**src/rtl/duck_pkg.sv**
```systemverilog
// Shared types and sprite constants for the duck motion controller.
// Latency: none (types, constants and a pure function only).
// Backpressure: none.
//   duck_state_t : lifecycle state, also exported on the duck_state output
//   FRAME_*      : sprite ROM base of each 20x16 frame (320 words per frame)
//   clamp_x      : saturates a launch x position into [lo, hi]
package duck_pkg;

   typedef enum logic [2:0] {
      IDLE   = 3'd0,
      FLY    = 3'd1,
      SHOT   = 3'd2,
      FALL   = 3'd3,
      ESCAPE = 3'd4
   } duck_state_t;

   localparam logic [18:0] FRAME_FLY_A = 19'd0;
   localparam logic [18:0] FRAME_FLY_B = 19'd320;
   localparam logic [18:0] FRAME_SHOT  = 19'd640;
   localparam logic [18:0] FRAME_FALL  = 19'd960;

   // "x <= lo" rather than "x < lo" keeps the test meaningful when lo is 0.
   function automatic logic [9:0] clamp_x(input logic [9:0] x,
                                          input logic [9:0] lo,
                                          input logic [9:0] hi);
      if (x <= lo)
         return lo;
      else if (x > hi)
         return hi;
      else
         return x;
   endfunction

endpackage

```
**src/rtl/duck_flight_ctrl_if.sv**
```systemverilog
// Bundle of the duck controller's game-side inputs and renderer/score outputs.
// Latency: none (wiring only).
// Backpressure: none; every signal is a level or a one-Clk pulse.
//   inputs : frame_clk, launch, start_x, dir_seed, shot_valid, shot_x, shot_y
//   outputs: duck_x, duck_y, sprite_base, duck_state, active, hit, escaped, landed
//   master = game/gun side that drives the inputs, slave = the controller
interface duck_flight_ctrl_if;
   import duck_pkg::*;

   logic              frame_clk;
   logic              launch;
   logic [9:0]        start_x;
   logic [1:0]        dir_seed;
   logic              shot_valid;
   logic [9:0]        shot_x;
   logic [9:0]        shot_y;
   logic [9:0]        duck_x;
   logic [9:0]        duck_y;
   logic [18:0]       sprite_base;
   duck_state_t       duck_state;
   logic              active;
   logic              hit;
   logic              escaped;
   logic              landed;

   modport master (
      output frame_clk, launch, start_x, dir_seed, shot_valid, shot_x, shot_y,
      input  duck_x, duck_y, sprite_base, duck_state, active, hit, escaped, landed
   );

   modport slave (
      input  frame_clk, launch, start_x, dir_seed, shot_valid, shot_x, shot_y,
      output duck_x, duck_y, sprite_base, duck_state, active, hit, escaped, landed
   );

endinterface

```
**src/rtl/frame_tick_sync.sv**
```systemverilog
// Synchronises the asynchronous VGA frame strobe and emits a one-Clk tick per rising edge.
// Latency: tick_o is high in the cycle after the second flop captures the edge (3 Clk to use).
// Backpressure: none; a tick is never held or queued.
//   clk_i   : system clock       rst_i  : async active-high reset
//   async_i : frame strobe       tick_o : one-cycle rising-edge pulse
module frame_tick_sync (
   input  logic clk_i,
   input  logic rst_i,
   input  logic async_i,
   output logic tick_o
);

   logic sync1_q;
   logic sync2_q;
   logic sync3_q;

   always_ff @(posedge clk_i or posedge rst_i) begin
      if (rst_i) begin
         sync1_q <= 1'b0;
         sync2_q <= 1'b0;
         sync3_q <= 1'b0;
      end else begin
         sync1_q <= async_i;
         sync2_q <= sync1_q;
         sync3_q <= sync2_q;
      end
   end

   assign tick_o = sync2_q & ~sync3_q;

endmodule

```
**src/rtl/duck_flight_ctrl.sv**
```systemverilog
// Per-duck lifecycle FSM: launch, bouncing flight, hit detection, shot hold, fall and escape.
// Latency: position updates one Clk after a frame tick; hit pulses one Clk after shot_valid.
// Backpressure: none; launch outside IDLE and shots outside FLY are dropped.
//   Clk, Reset : system clock, async active-high reset
//   bus        : duck_flight_ctrl_if.slave (game inputs in, position/sprite/events out)
module duck_flight_ctrl
   import duck_pkg::*;
#(
   parameter logic [9:0] X_MIN         = 10'd0,
   parameter logic [9:0] X_MAX         = 10'd639,
   parameter logic [9:0] Y_MIN         = 10'd0,
   parameter logic [9:0] Y_GROUND      = 10'd400,
   parameter logic [9:0] DUCK_W        = 10'd20,
   parameter logic [9:0] DUCK_H        = 10'd16,
   parameter logic [9:0] X_STEP        = 10'd2,
   parameter logic [9:0] Y_STEP        = 10'd2,
   parameter logic [9:0] FALL_STEP     = 10'd3,
   parameter logic [3:0] FLAP_FRAMES   = 4'd8,
   parameter logic [5:0] SHOT_FRAMES   = 6'd30,
   parameter logic [9:0] ESCAPE_FRAMES = 10'd600
) (
   input  logic              Clk,
   input  logic              Reset,
   duck_flight_ctrl_if.slave bus
);

   localparam logic [9:0] X_LIM  = X_MAX - DUCK_W + 10'd1;
   localparam logic [9:0] Y_LIM  = Y_GROUND - DUCK_H;
   localparam logic [9:0] X_HOME = 10'd320;

   duck_state_t state_q, state_d;
   logic [9:0]  x_q, x_d;
   logic [9:0]  y_q, y_d;
   logic        xdir_q, xdir_d;      // 1 = moving right
   logic        ydir_q, ydir_d;      // 1 = moving up (y decreasing)
   logic [3:0]  flap_q, flap_d;
   logic        wing_q, wing_d;
   logic [9:0]  esc_q, esc_d;
   logic [5:0]  shot_cnt_q, shot_cnt_d;
   logic        hit_q, hit_d;
   logic        escaped_q, escaped_d;
   logic        landed_q, landed_d;

   logic        tick;
   logic [10:0] x_sum;
   logic [10:0] y_sum;
   logic [10:0] fall_sum;
   logic [10:0] dx;
   logic [10:0] dy;
   logic        in_box;
   logic        flap_wrap;
   logic [9:0]  esc_inc;

   frame_tick_sync u_tick (
      .clk_i   (Clk),
      .rst_i   (Reset),
      .async_i (bus.frame_clk),
      .tick_o  (tick)
   );

   // 11-bit sums so a step past the bottom/right bound is seen instead of wrapping.
   assign x_sum    = {1'b0, x_q} + {1'b0, X_STEP};
   assign y_sum    = {1'b0, y_q} + {1'b0, Y_STEP};
   assign fall_sum = {1'b0, y_q} + {1'b0, FALL_STEP};

   // A borrow (bit 10) means the shot lies left of / above the sprite: a miss.
   assign dx     = {1'b0, bus.shot_x} - {1'b0, x_q};
   assign dy     = {1'b0, bus.shot_y} - {1'b0, y_q};
   assign in_box = !dx[10] && (dx[9:0] < DUCK_W) && !dy[10] && (dy[9:0] < DUCK_H);

   assign flap_wrap = (flap_q == FLAP_FRAMES - 4'd1);
   assign esc_inc   = esc_q + 10'd1;

   always_comb begin
      state_d    = state_q;
      x_d        = x_q;
      y_d        = y_q;
      xdir_d     = xdir_q;
      ydir_d     = ydir_q;
      flap_d     = flap_q;
      wing_d     = wing_q;
      esc_d      = esc_q;
      shot_cnt_d = shot_cnt_q;
      hit_d      = 1'b0;
      escaped_d  = 1'b0;
      landed_d   = 1'b0;

      case (state_q)
         IDLE: begin
            if (bus.launch) begin
               state_d    = FLY;
               x_d        = clamp_x(bus.start_x, X_MIN, X_LIM);
               y_d        = Y_LIM;
               xdir_d     = bus.dir_seed[0];
               ydir_d     = bus.dir_seed[1];
               flap_d     = '0;
               wing_d     = 1'b0;
               esc_d      = '0;
               shot_cnt_d = '0;
            end
         end

         FLY: begin
            // The hit is checked first so a coincident tick moves nothing.
            if (bus.shot_valid && in_box) begin
               hit_d      = 1'b1;
               state_d    = SHOT;
               shot_cnt_d = '0;
            end else if (tick) begin
               if (xdir_q) begin
                  if (x_sum > {1'b0, X_LIM}) begin
                     x_d    = X_LIM;
                     xdir_d = 1'b0;
                  end else begin
                     x_d = x_sum[9:0];
                  end
               end else begin
                  // x - step < X_MIN, written without a subtraction that could borrow.
                  if ({1'b0, x_q} < ({1'b0, X_MIN} + {1'b0, X_STEP})) begin
                     x_d    = X_MIN;
                     xdir_d = 1'b1;
                  end else begin
                     x_d = x_q - X_STEP;
                  end
               end

               if (ydir_q) begin
                  if ({1'b0, y_q} < ({1'b0, Y_MIN} + {1'b0, Y_STEP})) begin
                     y_d    = Y_MIN;
                     ydir_d = 1'b0;
                  end else begin
                     y_d = y_q - Y_STEP;
                  end
               end else begin
                  if (y_sum > {1'b0, Y_LIM}) begin
                     y_d    = Y_LIM;
                     ydir_d = 1'b1;
                  end else begin
                     y_d = y_sum[9:0];
                  end
               end

               flap_d = flap_wrap ? 4'd0 : flap_q + 4'd1;
               wing_d = wing_q ^ flap_wrap;
               esc_d  = esc_inc;
               if (esc_inc == ESCAPE_FRAMES)
                  state_d = ESCAPE;
            end
         end

         SHOT: begin
            if (tick) begin
               if (shot_cnt_q == SHOT_FRAMES - 6'd1) begin
                  shot_cnt_d = '0;
                  state_d    = FALL;
               end else begin
                  shot_cnt_d = shot_cnt_q + 6'd1;
               end
            end
         end

         FALL: begin
            if (tick) begin
               if (fall_sum >= {1'b0, Y_LIM}) begin
                  y_d      = Y_LIM;
                  landed_d = 1'b1;
                  state_d  = IDLE;
               end else begin
                  y_d = fall_sum[9:0];
               end
            end
         end

         ESCAPE: begin
            if (tick) begin
               flap_d = flap_wrap ? 4'd0 : flap_q + 4'd1;
               wing_d = wing_q ^ flap_wrap;
               if (y_q < Y_STEP) begin
                  y_d       = 10'd0;
                  escaped_d = 1'b1;
                  state_d   = IDLE;
               end else begin
                  y_d = y_q - Y_STEP;
               end
            end
         end

         default: state_d = IDLE;
      endcase
   end

   always_ff @(posedge Clk or posedge Reset) begin
      if (Reset) begin
         state_q    <= IDLE;
         x_q        <= X_HOME;
         y_q        <= Y_LIM;
         xdir_q     <= 1'b0;
         ydir_q     <= 1'b0;
         flap_q     <= '0;
         wing_q     <= 1'b0;
         esc_q      <= '0;
         shot_cnt_q <= '0;
         hit_q      <= 1'b0;
         escaped_q  <= 1'b0;
         landed_q   <= 1'b0;
      end else begin
         state_q    <= state_d;
         x_q        <= x_d;
         y_q        <= y_d;
         xdir_q     <= xdir_d;
         ydir_q     <= ydir_d;
         flap_q     <= flap_d;
         wing_q     <= wing_d;
         esc_q      <= esc_d;
         shot_cnt_q <= shot_cnt_d;
         hit_q      <= hit_d;
         escaped_q  <= escaped_d;
         landed_q   <= landed_d;
      end
   end

   always_comb begin
      bus.sprite_base = FRAME_FLY_A;
      case (state_q)
         FLY, ESCAPE: bus.sprite_base = wing_q ? FRAME_FLY_B : FRAME_FLY_A;
         SHOT:        bus.sprite_base = FRAME_SHOT;
         FALL:        bus.sprite_base = FRAME_FALL;
         default:     bus.sprite_base = FRAME_FLY_A;
      endcase
   end

   assign bus.duck_x     = x_q;
   assign bus.duck_y     = y_q;
   assign bus.duck_state = state_q;
   assign bus.active     = (state_q != IDLE);
   assign bus.hit        = hit_q;
   assign bus.escaped    = escaped_q;
   assign bus.landed     = landed_q;

endmodule

```
**src/flat_wrapper.sv**
```systemverilog
// flat-port wrapper written by rule: the top's interface ports become plain ports
module duck_flight_ctrl_flat import duck_pkg::*;
#(
   parameter logic [9:0] X_MIN         = 10'd0,
   parameter logic [9:0] X_MAX         = 10'd639,
   parameter logic [9:0] Y_MIN         = 10'd0,
   parameter logic [9:0] Y_GROUND      = 10'd400,
   parameter logic [9:0] DUCK_W        = 10'd20,
   parameter logic [9:0] DUCK_H        = 10'd16,
   parameter logic [9:0] X_STEP        = 10'd2,
   parameter logic [9:0] Y_STEP        = 10'd2,
   parameter logic [9:0] FALL_STEP     = 10'd3,
   parameter logic [3:0] FLAP_FRAMES   = 4'd8,
   parameter logic [5:0] SHOT_FRAMES   = 6'd30,
   parameter logic [9:0] ESCAPE_FRAMES = 10'd600
)
  (Clk, Reset, bus_frame_clk, bus_launch, bus_start_x, bus_dir_seed, bus_shot_valid, bus_shot_x, bus_shot_y, bus_duck_x, bus_duck_y, bus_sprite_base, bus_duck_state, bus_active, bus_hit, bus_escaped, bus_landed);
  duck_flight_ctrl_if bus_i ();
  input  logic Clk;
  input  logic Reset;
  input wire logic [$bits(bus_i.frame_clk)-1:0] bus_frame_clk;
  input wire logic [$bits(bus_i.launch)-1:0] bus_launch;
  input wire logic [$bits(bus_i.start_x)-1:0] bus_start_x;
  input wire logic [$bits(bus_i.dir_seed)-1:0] bus_dir_seed;
  input wire logic [$bits(bus_i.shot_valid)-1:0] bus_shot_valid;
  input wire logic [$bits(bus_i.shot_x)-1:0] bus_shot_x;
  input wire logic [$bits(bus_i.shot_y)-1:0] bus_shot_y;
  output wire logic [$bits(bus_i.duck_x)-1:0] bus_duck_x;
  output wire logic [$bits(bus_i.duck_y)-1:0] bus_duck_y;
  output wire logic [$bits(bus_i.sprite_base)-1:0] bus_sprite_base;
  output wire logic [$bits(bus_i.duck_state)-1:0] bus_duck_state;
  output wire logic [$bits(bus_i.active)-1:0] bus_active;
  output wire logic [$bits(bus_i.hit)-1:0] bus_hit;
  output wire logic [$bits(bus_i.escaped)-1:0] bus_escaped;
  output wire logic [$bits(bus_i.landed)-1:0] bus_landed;
  assign bus_i.frame_clk = bus_frame_clk;
  assign bus_i.launch = bus_launch;
  assign bus_i.start_x = bus_start_x;
  assign bus_i.dir_seed = bus_dir_seed;
  assign bus_i.shot_valid = bus_shot_valid;
  assign bus_i.shot_x = bus_shot_x;
  assign bus_i.shot_y = bus_shot_y;
  assign bus_duck_x = bus_i.duck_x;
  assign bus_duck_y = bus_i.duck_y;
  assign bus_sprite_base = bus_i.sprite_base;
  assign bus_duck_state = bus_i.duck_state;
  assign bus_active = bus_i.active;
  assign bus_hit = bus_i.hit;
  assign bus_escaped = bus_i.escaped;
  assign bus_landed = bus_i.landed;
  duck_flight_ctrl #(.X_MIN(X_MIN), .X_MAX(X_MAX), .Y_MIN(Y_MIN), .Y_GROUND(Y_GROUND), .DUCK_W(DUCK_W), .DUCK_H(DUCK_H), .X_STEP(X_STEP), .Y_STEP(Y_STEP), .FALL_STEP(FALL_STEP), .FLAP_FRAMES(FLAP_FRAMES), .SHOT_FRAMES(SHOT_FRAMES), .ESCAPE_FRAMES(ESCAPE_FRAMES)) u_core (.Clk(Clk), .Reset(Reset), .bus(bus_i));
endmodule
```
**config.mk**
```make
export PLATFORM = sky130hd
export DESIGN_NAME = duck_flight_ctrl_flat
export DESIGN_NICKNAME = d
export VERILOG_FILES = /design/src/rtl/duck_pkg.sv /design/src/rtl/duck_flight_ctrl_if.sv /design/src/rtl/frame_tick_sync.sv /design/src/rtl/duck_flight_ctrl.sv /design/src/flat_wrapper.sv
export SDC_FILE = /design/constraint.sdc
export NUM_CORES = 1
export LEC_CHECK = 0
export ABC_CLOCK_PERIOD_IN_PS = 7650
export CORE_ASPECT_RATIO = 1.25
export CORE_MARGIN = 2
export CORE_UTILIZATION = 50
export DETAILED_ROUTE_END_ITERATION = 10
export PLACE_DENSITY = 0.85
export SLEW_MARGIN = 20
export SYNTH_ARGS = -nofsm -noshare
export SYNTH_HDL_FRONTEND = slang
export SYNTH_SLANG_ARGS = --single-unit
```
**constraint.sdc**
```tcl
create_clock -name Clk -period 7.65 [get_ports Clk]
set_input_delay 1.1475 -clock Clk [delete_from_list [all_inputs] [get_ports Clk]]
set_output_delay 1.1475 -clock Clk [all_outputs]
set_load 0.05 [all_outputs]
```
* Word-level counts from Yosys, hierarchy flattened
Cells that the tools add are included.
** Word-level totals
- Output and inout port bits :: 46
- Register bits after elaboration :: 52
- Word-level logic and storage cells :: 148
- Bits of input ports :: 37
** Operators by class
- Eq/ne operators :: 19
- Bitwise operators :: 3
- Muxes and demuxes :: 73
- Reduce and logical (&&, ||, !) cells :: 18
- Add/sub/neg operators :: 10
- $lt $le $gt $ge :: 10
** Operator list (count)
- 10-bit two-way mux :: 21
- 19-bit one-hot mux with 3 select lines :: 1
- 10-bit one-hot mux with 2 select lines :: 2
- 10-bit one-hot mux with 4 select lines :: 1
- 10-bit by 2-bit adder with 11-bit output, second input constant :: 3
- 10-bit by 2-bit < comparator with 1-bit output, second input constant :: 3
- 3-bit two-way mux :: 10
- 6-bit two-way mux :: 4
- 1-bit two-way mux :: 23
- 10-bit by 10-bit subtractor with 11-bit output :: 2
- 10-bit by 5-bit < comparator with 1-bit output, second input constant :: 2
- 10-bit by 2-bit subtractor with 10-bit output, second input constant :: 2
- 6-bit one-hot mux with 3 select lines :: 1
- 4-bit two-way mux :: 4
- 2-bit by 1-bit inequality test with 1-bit output, second input constant :: 8
- 3-bit one-hot mux with 5 select lines :: 1
- 4-bit one-hot mux with 3 select lines :: 1
- 11-bit by 9-bit greater-or-equal comparator with 1-bit output, second input constant :: 1
- 11-bit by 10-bit greater-than comparator with 1-bit output, second input constant :: 1
- 11-bit by 9-bit greater-than comparator with 1-bit output, second input constant :: 1
- 10-bit by 1-bit adder with 10-bit output, second input constant :: 1
- 10-bit equality test, second input constant :: 1
- 10-bit greater-than comparator, second input constant :: 1
- 10-bit by 1-bit less-or-equal comparator with 1-bit output, second input constant :: 1
- 26 further kinds :: 37

* Logic depth before layout (Yosys ltp)
Gate-level depths: netlist of the first run.
- Depth after elaboration :: 8
- Depth in mapped cells :: 14
- Gate-level depth less buffers :: 11

* Modules after synthesis
A second synthesis of the first run with hierarchy kept.
** Unflattened totals
- Cell total of the unflattened synthesis :: 616
- Area, all modules :: 4904.7 um^2
** By module, submodules not included
- duck_flight_ctrl :: area each 4812.1 um^2, seq. area each 1231.2 um^2, cells an instance 611, instances 1
- frame_tick_sync :: area each 92.6 um^2, seq. area each 75.1 um^2, cells an instance 5, instances 1

* Least setup slack after synthesis of the first run
Ideal clock, no wire load.
- Kind :: input to register
- From :: in bus_shot_y[5]
- To :: reg u_core.y_q[5] (netlist: u_core.bus.duck_y[5])
- Buffers on the path :: 2
- Stages on the path :: 12
- Data required time :: 7.510 ns
- Arrival :: 3.795 ns
- Setup time :: 0.140 ns
- Slack :: 3.714 ns
- Cell sequence :: ha_1 nand2_1 o21ai_0 a41oi_2 a32o_1 or4_4 or4_1 buf_6 a31o_1 buf_6 o22ai_1 a31oi_1
** On the way
- Longest elaborated chain between the ends :: 7
- Elaborated cells on any way between the ends :: 8
- Classes of those cells :: add/sub (1); order compare (1); eq/ne (1); reduce/logical (5)
** RTL lines
- from (decl) :: line flat_wrapper.sv:27 : input wire logic [$bits(bus_i.shot_y)-1:0] bus_shot_y;
- 10-bit by 10-bit subtractor with 11-bit output * :: line duck_flight_ctrl.sv:68 : assign dy = {1'b0, bus.shot_y} - {1'b0, y_q};
- parallel branches: the longest is 2 deep, another holds 10-bit by 5-bit < comparator with 1-bit output
- 1-bit logical AND * :: line duck_flight_ctrl.sv:69 : assign in_box = !dx[10] && (dx[9:0] < DUCK_W) && !dy[10] && (dy[9:0] < DUCK_H);
- 1-bit logical AND * :: line duck_flight_ctrl.sv:105 : if (bus.shot_valid && in_box) begin
- 2-bit inequality test (no line) *
- 6-bit AND reduction (no line) *
- to (signal assigned) :: line duck_flight_ctrl.sv:209 : y_q <= y_d;
- to (decl) :: line duck_flight_ctrl.sv:33 : logic [9:0] y_q, y_d;
Mark *: on every way between the ends.
A chain may end at the register's enable or synchronous reset.

* Worst setup path after layout of the first run
- From :: in bus_shot_y[7]
- To :: reg u_core.flap_q[0]
** On the way
- Longest elaborated chain between the ends :: 7
- Elaborated cells on any way between the ends :: 8
- Classes of those cells :: add/sub (1); order compare (1); eq/ne (1); reduce/logical (5)
** RTL lines
- 10-bit by 10-bit subtractor with 11-bit output * :: line duck_flight_ctrl.sv:68
- parallel branches: the longest is 2 deep, another holds 10-bit by 5-bit < comparator with 1-bit output
- 1-bit logical AND * :: line duck_flight_ctrl.sv:69
- 1-bit logical AND * :: line duck_flight_ctrl.sv:105
- 2-bit inequality test (no line) *
- 3-bit AND reduction (no line) *
- to (signal assigned) :: line duck_flight_ctrl.sv:212 : flap_q <= flap_d;
- to (decl) :: line duck_flight_ctrl.sv:36 : logic [3:0] flap_q, flap_d;
Marks and branches as above.

==> impl_summary.txt, run 1 <==
----------------------------------------------------
[Route]
  Met1 wire length ... 5690 µm
  Residual DRC count ... 0
  Detail Route Antenna Nets ... 0
  First-pass detailed-route iteration total ... 6
  Overall via count from detail_route ... 5600
  Uppermost layer routed ... met4
  Total Routed Length ... 14700 µm
  Starting DRC count in detailed routing ... 589
  Detailed route wirelength on metal2 ... 7490 µm
  Average wire length per cell after detail routing ... 17.4 µm
  Sum of met3 wire segment lengths after detailed routing ... 1080 µm
  Vias per inst ... 6.60

[Yosys]
  Synth Area in Adders ... 7.04%
  Most used DFF post-synth ... dfrtp_1
  Area leader, netlist ... dfrtp_1
  Warning count from the yosys run ... 0
  Area share of the largest cell type after synthesis ... 23.3%
  Number of distinct library cells after synthesis ... 80
  Most instantiated cells after synthesis ... 58 x nand2_1, 53 x nor2_1, 52 x o21ai_0, 48 x dfrtp_1, 45 x a21oi_1
  Synthesized cell area ... 5150 µm²
  Most used standard cell by instance count after synthesis ... nand2_1
  Share of flip-flops with an asynchronous set or reset after synthesis ... 100%
  Area fraction in compound gates after synthesis ... 28.8%
  Mux cell area share after synthesis ... 2.28%
  Number of enable-type register cells in the synthesized netlist ... 0
  Area share of and/or/nand/nor cells after synthesis ... 26.5%
  Fraction of synthesized cell area in xor and xnor cells ... 1.53%
  Combinational family with the most area after synthesis ... compound AO/OA/AOI/OAI gates
  Most area-consuming cells after synthesis ... dfrtp_1 23%, ha_1 7.0%, o21ai_0 5.0%
  Mean cell area of the mapped netlist ... 7.60 µm²
  #FFs+latches synth ... 52
  Part of the Yosys area used for sequential elements ... 25.3%
  Gate count after technology mapping ... 678

[Place]
  Post-detail-place hpwl ... 11100 µm
  Final RePlAce weighted congestion ... 1.01
  Count of placed standard cells including taps ... 840
  Quantity of I/O buffers inserted on ports ... 67

[Status]
  Result of the run ... finished, final reports clean

[CTS]
  Count of buffers added by post-CTS timing repair for setup ... 0
  Clock latency on the worst-skew pair ... 290 ps
  Clock tree from TritonCTS ... yes
  Count of instances resized after the clock tree is built ... 0
  Count of clock tree sinks ... 52
  Total CTS buffers ... 5
  Maximum number of buffers from clock root to sink ... 2
  Hold-fix buffers, CTS ... 0
  Htree depth ... 2
  Clock-pin transition on the worst setup and hold timing paths ... 70 ps
  CTS Root Cell ... clkbuf_16

[Floorplan]
  Initial Util ... 51.3%
  Rows ... 41
  Die Ht ... 118 µm
  Placeable core area ... 10100 µm²
  Die area ... 11100 µm²
  Floorplan die width ... 94.8 µm
  I/O Pins ... 83

[Setup path]
  Slowest cell delay on critical path ... 570 ps
  Highest-delay cell along the critical path ... or4_4
  Critical path launch point type ... primary input
  Logic depth of the worst setup path including buffers ... 11
  Crit path top cell by count ... nor2_1
  Kind of cell with the highest combined delay on the critical path ... simple AND/OR/NAND/NOR gates
  Maximum fanout encountered on the critical timing path ... 16
  Crit path required time ... 7830 ps
  R2r worst-path depth ... 11
  Sum of buffers and inverters on the critical path ... 1
  Worst setup path category ... in -> reg
  Crit path DAT ... 4920 ps
  Ordered cell list for the critical path ... clkdlybuf4s50_1 > ha_1 > o21a_1 > nor2_1 > o21ai_0 > o311ai_0 > or4_4 > nor4_4 > nor2_1 > nor2_2 > mux2_2
  Endpoint type of the worst setup path ... flip-flop

[STA]
  Maximum clock frequency ... 0.211 GHz
  Pin slew with the least headroom to its limit ... 1050 ps
  Minimum period implied by the final worst setup slack ... 4730 ps
  Worst slew margin relative to its limit ... 29.3%
  Final clock skew ... 4.58 ps
  Part of the cycle the worst path needs ... 61.9%
  Setup repair after global routing missed its margin ... no
  Final Max Tran Viols ... 0
  Number of endpoints failing setup at the final stage ... 0
  Count of endpoints failing hold in the final timing report ... 0
  Total Negative Setup Slacks ... 0 ps

[Pwr]
  Power, Total ... 2160 µW
  Power Density ... 364 nW/µm²
  Leakage power ... 0.00236 µW
  Worst IR Drop VDD ... 0.150 mV

[Final layout]
  Post-layout net count ... 784
  Inserted Diodes ... 0
  Area grow syn2layout ... 15.4%
  Final Instance Count excl. Fillers ... 848
  Proportion of layout cells with a drive suffix above 1 ... 5.98%

[Hold path]
  Hold Path Depth ... 0
  Tightest Hold Check Type ... reg -> reg

[GRT]
  Initial antenna violation count ... 0
  First-pass GRT wire length ... 24500 µm
  Largest net degree at the start of global routing ... 53
  GRT overflow ... 0
  Combined global-route utilization of all metal layers ... 26.6%
  Vias in the first global route ... 5211

[Flow run]
  Max-cap check violation count ... 0

----------------------------------------------------
[placed cells by master (no fill, tap or decap), types with 12 or more instances in the layout]
cell type and instances:
nand2_1 58, o21ai_0 52, a31oi_1 23, ha_1 29
clkdlybuf4s50_1 67, nor2_1 53, conb_1 15, inv_1 40
dfrtp_1 48, a21oi_1 45, nand3_1 40, nor3_1 34
nand2b_1 12
[flip-flops by register name, indices dropped and copies added, names as in the netlist]
register / cells
u_core.u_tick.sync3_q: 1
u_core.wing_q: 1
u_core.bus.duck_y: 10
u_core.bus.duck_state: 3
u_core.u_tick.sync2_q: 1
u_core.ydir_q: 1
u_core.bus.escaped: 1
u_core.bus.duck_x: 10
u_core.shot_cnt_q: 6
u_core.u_tick.sync1_q: 1
u_core.flap_q: 4
u_core.bus.hit: 1
u_core.xdir_q: 1
u_core.esc_q: 10
u_core.bus.landed: 1
[metrics by stage]
step / worst slack (ps) / hold slack (ps) / instance area [µm²] / utilization [%]
after detailed placement: 2690 / 340 / 5770 / 57.4
after global routing: 2660 / 375 / 5950 / 59.1
after CTS: 2990 / 356 / 5950 / 59.1
after floorplan: 3710 / 331 / 5210 / -
after global placement: 2830 / 334 / 5770 / 57.4
final: 2920 / 358 / 5950 / 59.1
[report_power, final]
part,switching (µW),internal (µW),total [µW]
logic,867,486,1350
clock network,107,156,262
registers,182,364,546
[area by class of cell]
type                    instances  area, µm²
well taps                     129        161
clock inverters                 3       46.3
flip-flops and latches         52       1310
inverters                      41        154
fillers                       885       4110
multi-input cells             549       3470
repair buffers                 69        686
clock buffers                   5        125
[worst register-to-register path, stage by stage (launching register included)]
cell     delay (ps)
dfrtp_1         720
inv_1           220
ha_1            430
a21oi_1          80
o21ai_0         250
a41oi_2         100
a32o_1          260
or4_4           560
nor4_4          570
nor2_1          410
nor2_2          330
mux2_2          360
[path summary, 6_finish.rpt]
kind	from	end	slack (ps)
hold reg to reg	u_core.u_tick.sync1_q	u_core.u_tick.sync2_q	360
max in group asynchronous	Reset	u_core.bus.duck_y[3]	5860
min in group asynchronous	Reset	u_core.u_tick.sync1_q	1350
setup / recovery	bus_shot_y[7]	u_core.flap_q[0]	2920
setup reg to reg	u_core.bus.duck_y[3]	u_core.flap_q[0]	3250
hold / removal	u_core.u_tick.sync1_q	u_core.u_tick.sync2_q	360
[cell families (layout without fill, tap and decap cells)]
kind of cell               count (synthesis)  after routing
and+or+nand+nor                          266            266
AOI/OAI and AO/OA                        219            219
buffers and inverters                     91            118
DFF                                       52             52
adders and majority gates                 29             29
muxes                                     11             11
xor gates and xnor gates                   9              9
other                                      1             15
[per-layer routing]
layer	GRT usage [%]	vias to the layer above
met3	2.94	54
met1	33.9	2627
met4	10.6	0
li1	-	2585
met2	45.4	334
met5	0	-
Note: power is estimated with default switching activity, not from simulation.
==> inputs of run 2 (changes only) <==
- ABC_CLOCK_PERIOD_IN_PS: 7650 -> 3850
- PLACE_DENSITY: 0.85 -> 0.88
- clock period: 7.65 -> 3.85 ns (I/O delays scaled with it)
==> impl_summary.txt, run 2 (synthesis gave the netlist of run 1 again) <==
----------------------------------------------------
[Final layout]
  Most frequent standard cell in the layout excluding fill and tap cells ... clkdlybuf4s50_1
  Sequential cell area ... 1310 µm²
  Filler cell count in the final layout ... 853
  Proportion of layout cells with a drive suffix above 1 ... 12.1%
  Leading cell types in the layout, fill and taps excluded ... 67 x clkdlybuf4s50_1, 58 x nand2_1, 53 x nor2_1, 52 x o21ai_0, 49 x buf_4
  Post-layout net count ... 831
  Inserted Diodes ... 0
  Area of the multi-input gates ... 3470 µm²
  Area grow syn2layout ... 21.8%
  Utilization of the core after routing ... 62.5%
  Final Instance Count excl. Fillers ... 895

[CTS]
  Htree depth ... 2
  Count of buffers added by post-CTS timing repair for setup ... 0
  Count of clock tree sinks ... 52
  Maximum number of buffers from clock root to sink ... 2
  Count of instances resized after the clock tree is built ... 0
  Clock tree from TritonCTS ... yes
  Total CTS buffers ... 5
  CTS Root Cell ... clkbuf_16
  Clock latency on the worst-skew pair ... 300 ps
  Clock-pin transition on the worst setup and hold timing paths ... 70 ps
  Hold-fix buffers, CTS ... 0

[GRT]
  Combined global-route utilization of all metal layers ... 27.4%
  GRT overflow ... 0
  Initial antenna violation count ... 0
  Vias in the first global route ... 5366
  First-pass GRT wire length ... 25200 µm
  Largest net degree at the start of global routing ... 30

[Place]
  Post-detail-place hpwl ... 11800 µm
  Final RePlAce weighted congestion ... 0.954
  Count of placed standard cells including taps ... 887
  Quantity of I/O buffers inserted on ports ... 67

[Pwr]
  Power Density ... 708 nW/µm²
  Leakage power ... 0.00258 µW
  Worst IR Drop VDD ... 0.327 mV

[Status]
  Result of the run ... finished, final reports clean

[Floorplan]
  I/O Pins ... 83
  Initial Util ... 51.3%
  Rows ... 41
  Die Ht ... 118 µm
  Placeable core area ... 10100 µm²
  Die area ... 11100 µm²
  Floorplan die width ... 94.8 µm

[Route]
  Average wire length per cell after detail routing ... 17.2 µm
  Overall via count from detail_route ... 5738
  Residual DRC count ... 0
  First-pass detailed-route iteration total ... 7
  Vias per inst ... 6.41
  Starting DRC count in detailed routing ... 685
  Total Routed Length ... 15400 µm
  Detail Route Antenna Nets ... 0

[Hold path]
  Hold Path Depth ... 0
  Endpoint of the worst hold path ... u_core.u_tick.sync2_q
  Tightest Hold Check Type ... reg -> reg
  Beginning of the worst hold path ... u_core.u_tick.sync1_q

[STA]
  Final clock skew ... 9.56 ps
  Number of endpoints failing setup at the final stage ... 0
  Pin slew with the least headroom to its limit ... 825 ps
  Final Max Tran Viols ... 0
  Maximum clock frequency ... 0.277 GHz
  Minimum period implied by the final worst setup slack ... 3610 ps
  Count of endpoints failing hold in the final timing report ... 0
  Part of the cycle the worst path needs ... 93.9%
  Setup repair after global routing missed its margin ... no
  Worst slew margin relative to its limit ... 44.6%

[Flow run]
  Max-cap check violation count ... 0

[Setup path]
  Critical path launch point type ... primary input
  FF-to-FF Start ... u_core.bus.duck_x[6]
  R2R setup slack ... 310 ps
  Maximum fanout encountered on the critical timing path ... 7
  Worst setup path category ... in -> reg
  R2R Path End ... u_core.bus.duck_y[2]
  Crit path DAT ... 3830 ps
  Crit path required time ... 4060 ps
  Endpoint type of the worst setup path ... flip-flop
  R2r worst-path depth ... 11

----------------------------------------------------
## run 2: worst max-delay path by stage
stage,cells past startpoint,slack (ps),startpoint,to
after floorplan,14,10,u_core.bus.duck_y[1],u_core.bus.duck_y[5]
after global placement,12,-120,bus_shot_x[3],u_core.bus.duck_x[4]
after detailed placement,10,-140,bus_shot_x[3],u_core.bus.duck_y[1]
after CTS,10,160,bus_shot_x[3],u_core.bus.duck_y[5]
after global routing,12,70,bus_shot_x[3],u_core.bus.duck_y[9]
final,12,240,bus_shot_x[3],u_core.bus.duck_y[2]
## run 2: power breakdown
part	total [µW]	leakage (µW)	switching, µW	internal (µW)
sequential	972	0.000644	247	725
combinational	3020	0.00187	1880	1140
clock	454	0.0000671	211	243
total	4450	0.00258	2340	2110
## run 2: critical path, cell delays in order
cell and delay [ps]:
clkdlybuf4s50_1 400, ha_1 370, xor2_1 170, a2111oi_0 390, a211oi_1 150, nor4_2 250, nand4_1 190, or4_4 610
buf_4 170, a31oi_4 300, a21oi_1 80, o22ai_1 170
## run 2: stage by stage
step | hold slack [ps] | worst slack [ps] | setup TNS, ps | total power [µW] | instance area [µm²]
after floorplan | 331 | 9.70 | 0 | 3020 | 5210
after global placement | 337 | -123 | -1500 | 3840 | 6130
after detailed placement | 349 | -138 | -1540 | 3930 | 6130
after CTS | 365 | 159 | 0 | 4390 | 6270
after global routing | 376 | 67.0 | 0 | 4750 | 6280
final | 361 | 236 | 0 | 4450 | 6280
## run 2: metal layers
metal | wire length [µm] | track usage, % | up-vias | share of wire, %
met1 | 6020 | 34.1 | 2705 | 39
met2 | 7880 | 48.3 | 303 | 51
met3 | 1070 | 2.56 | 52 | 7.0
met5 | 0 | 0 | - | 0
met4 | 429 | 9.96 | 0 | 2.8
li1 | - | - | 2678 | -
## run 2: layout make-up
type,instances,area share [%]
repair buffers,116,16.5
well taps,129,2.57
inverters,41,2.45
clock inverters,2,0.259
clock buffers,6,2.05
flip-flops and latches,52,20.8
multi-input cells,549,55.3
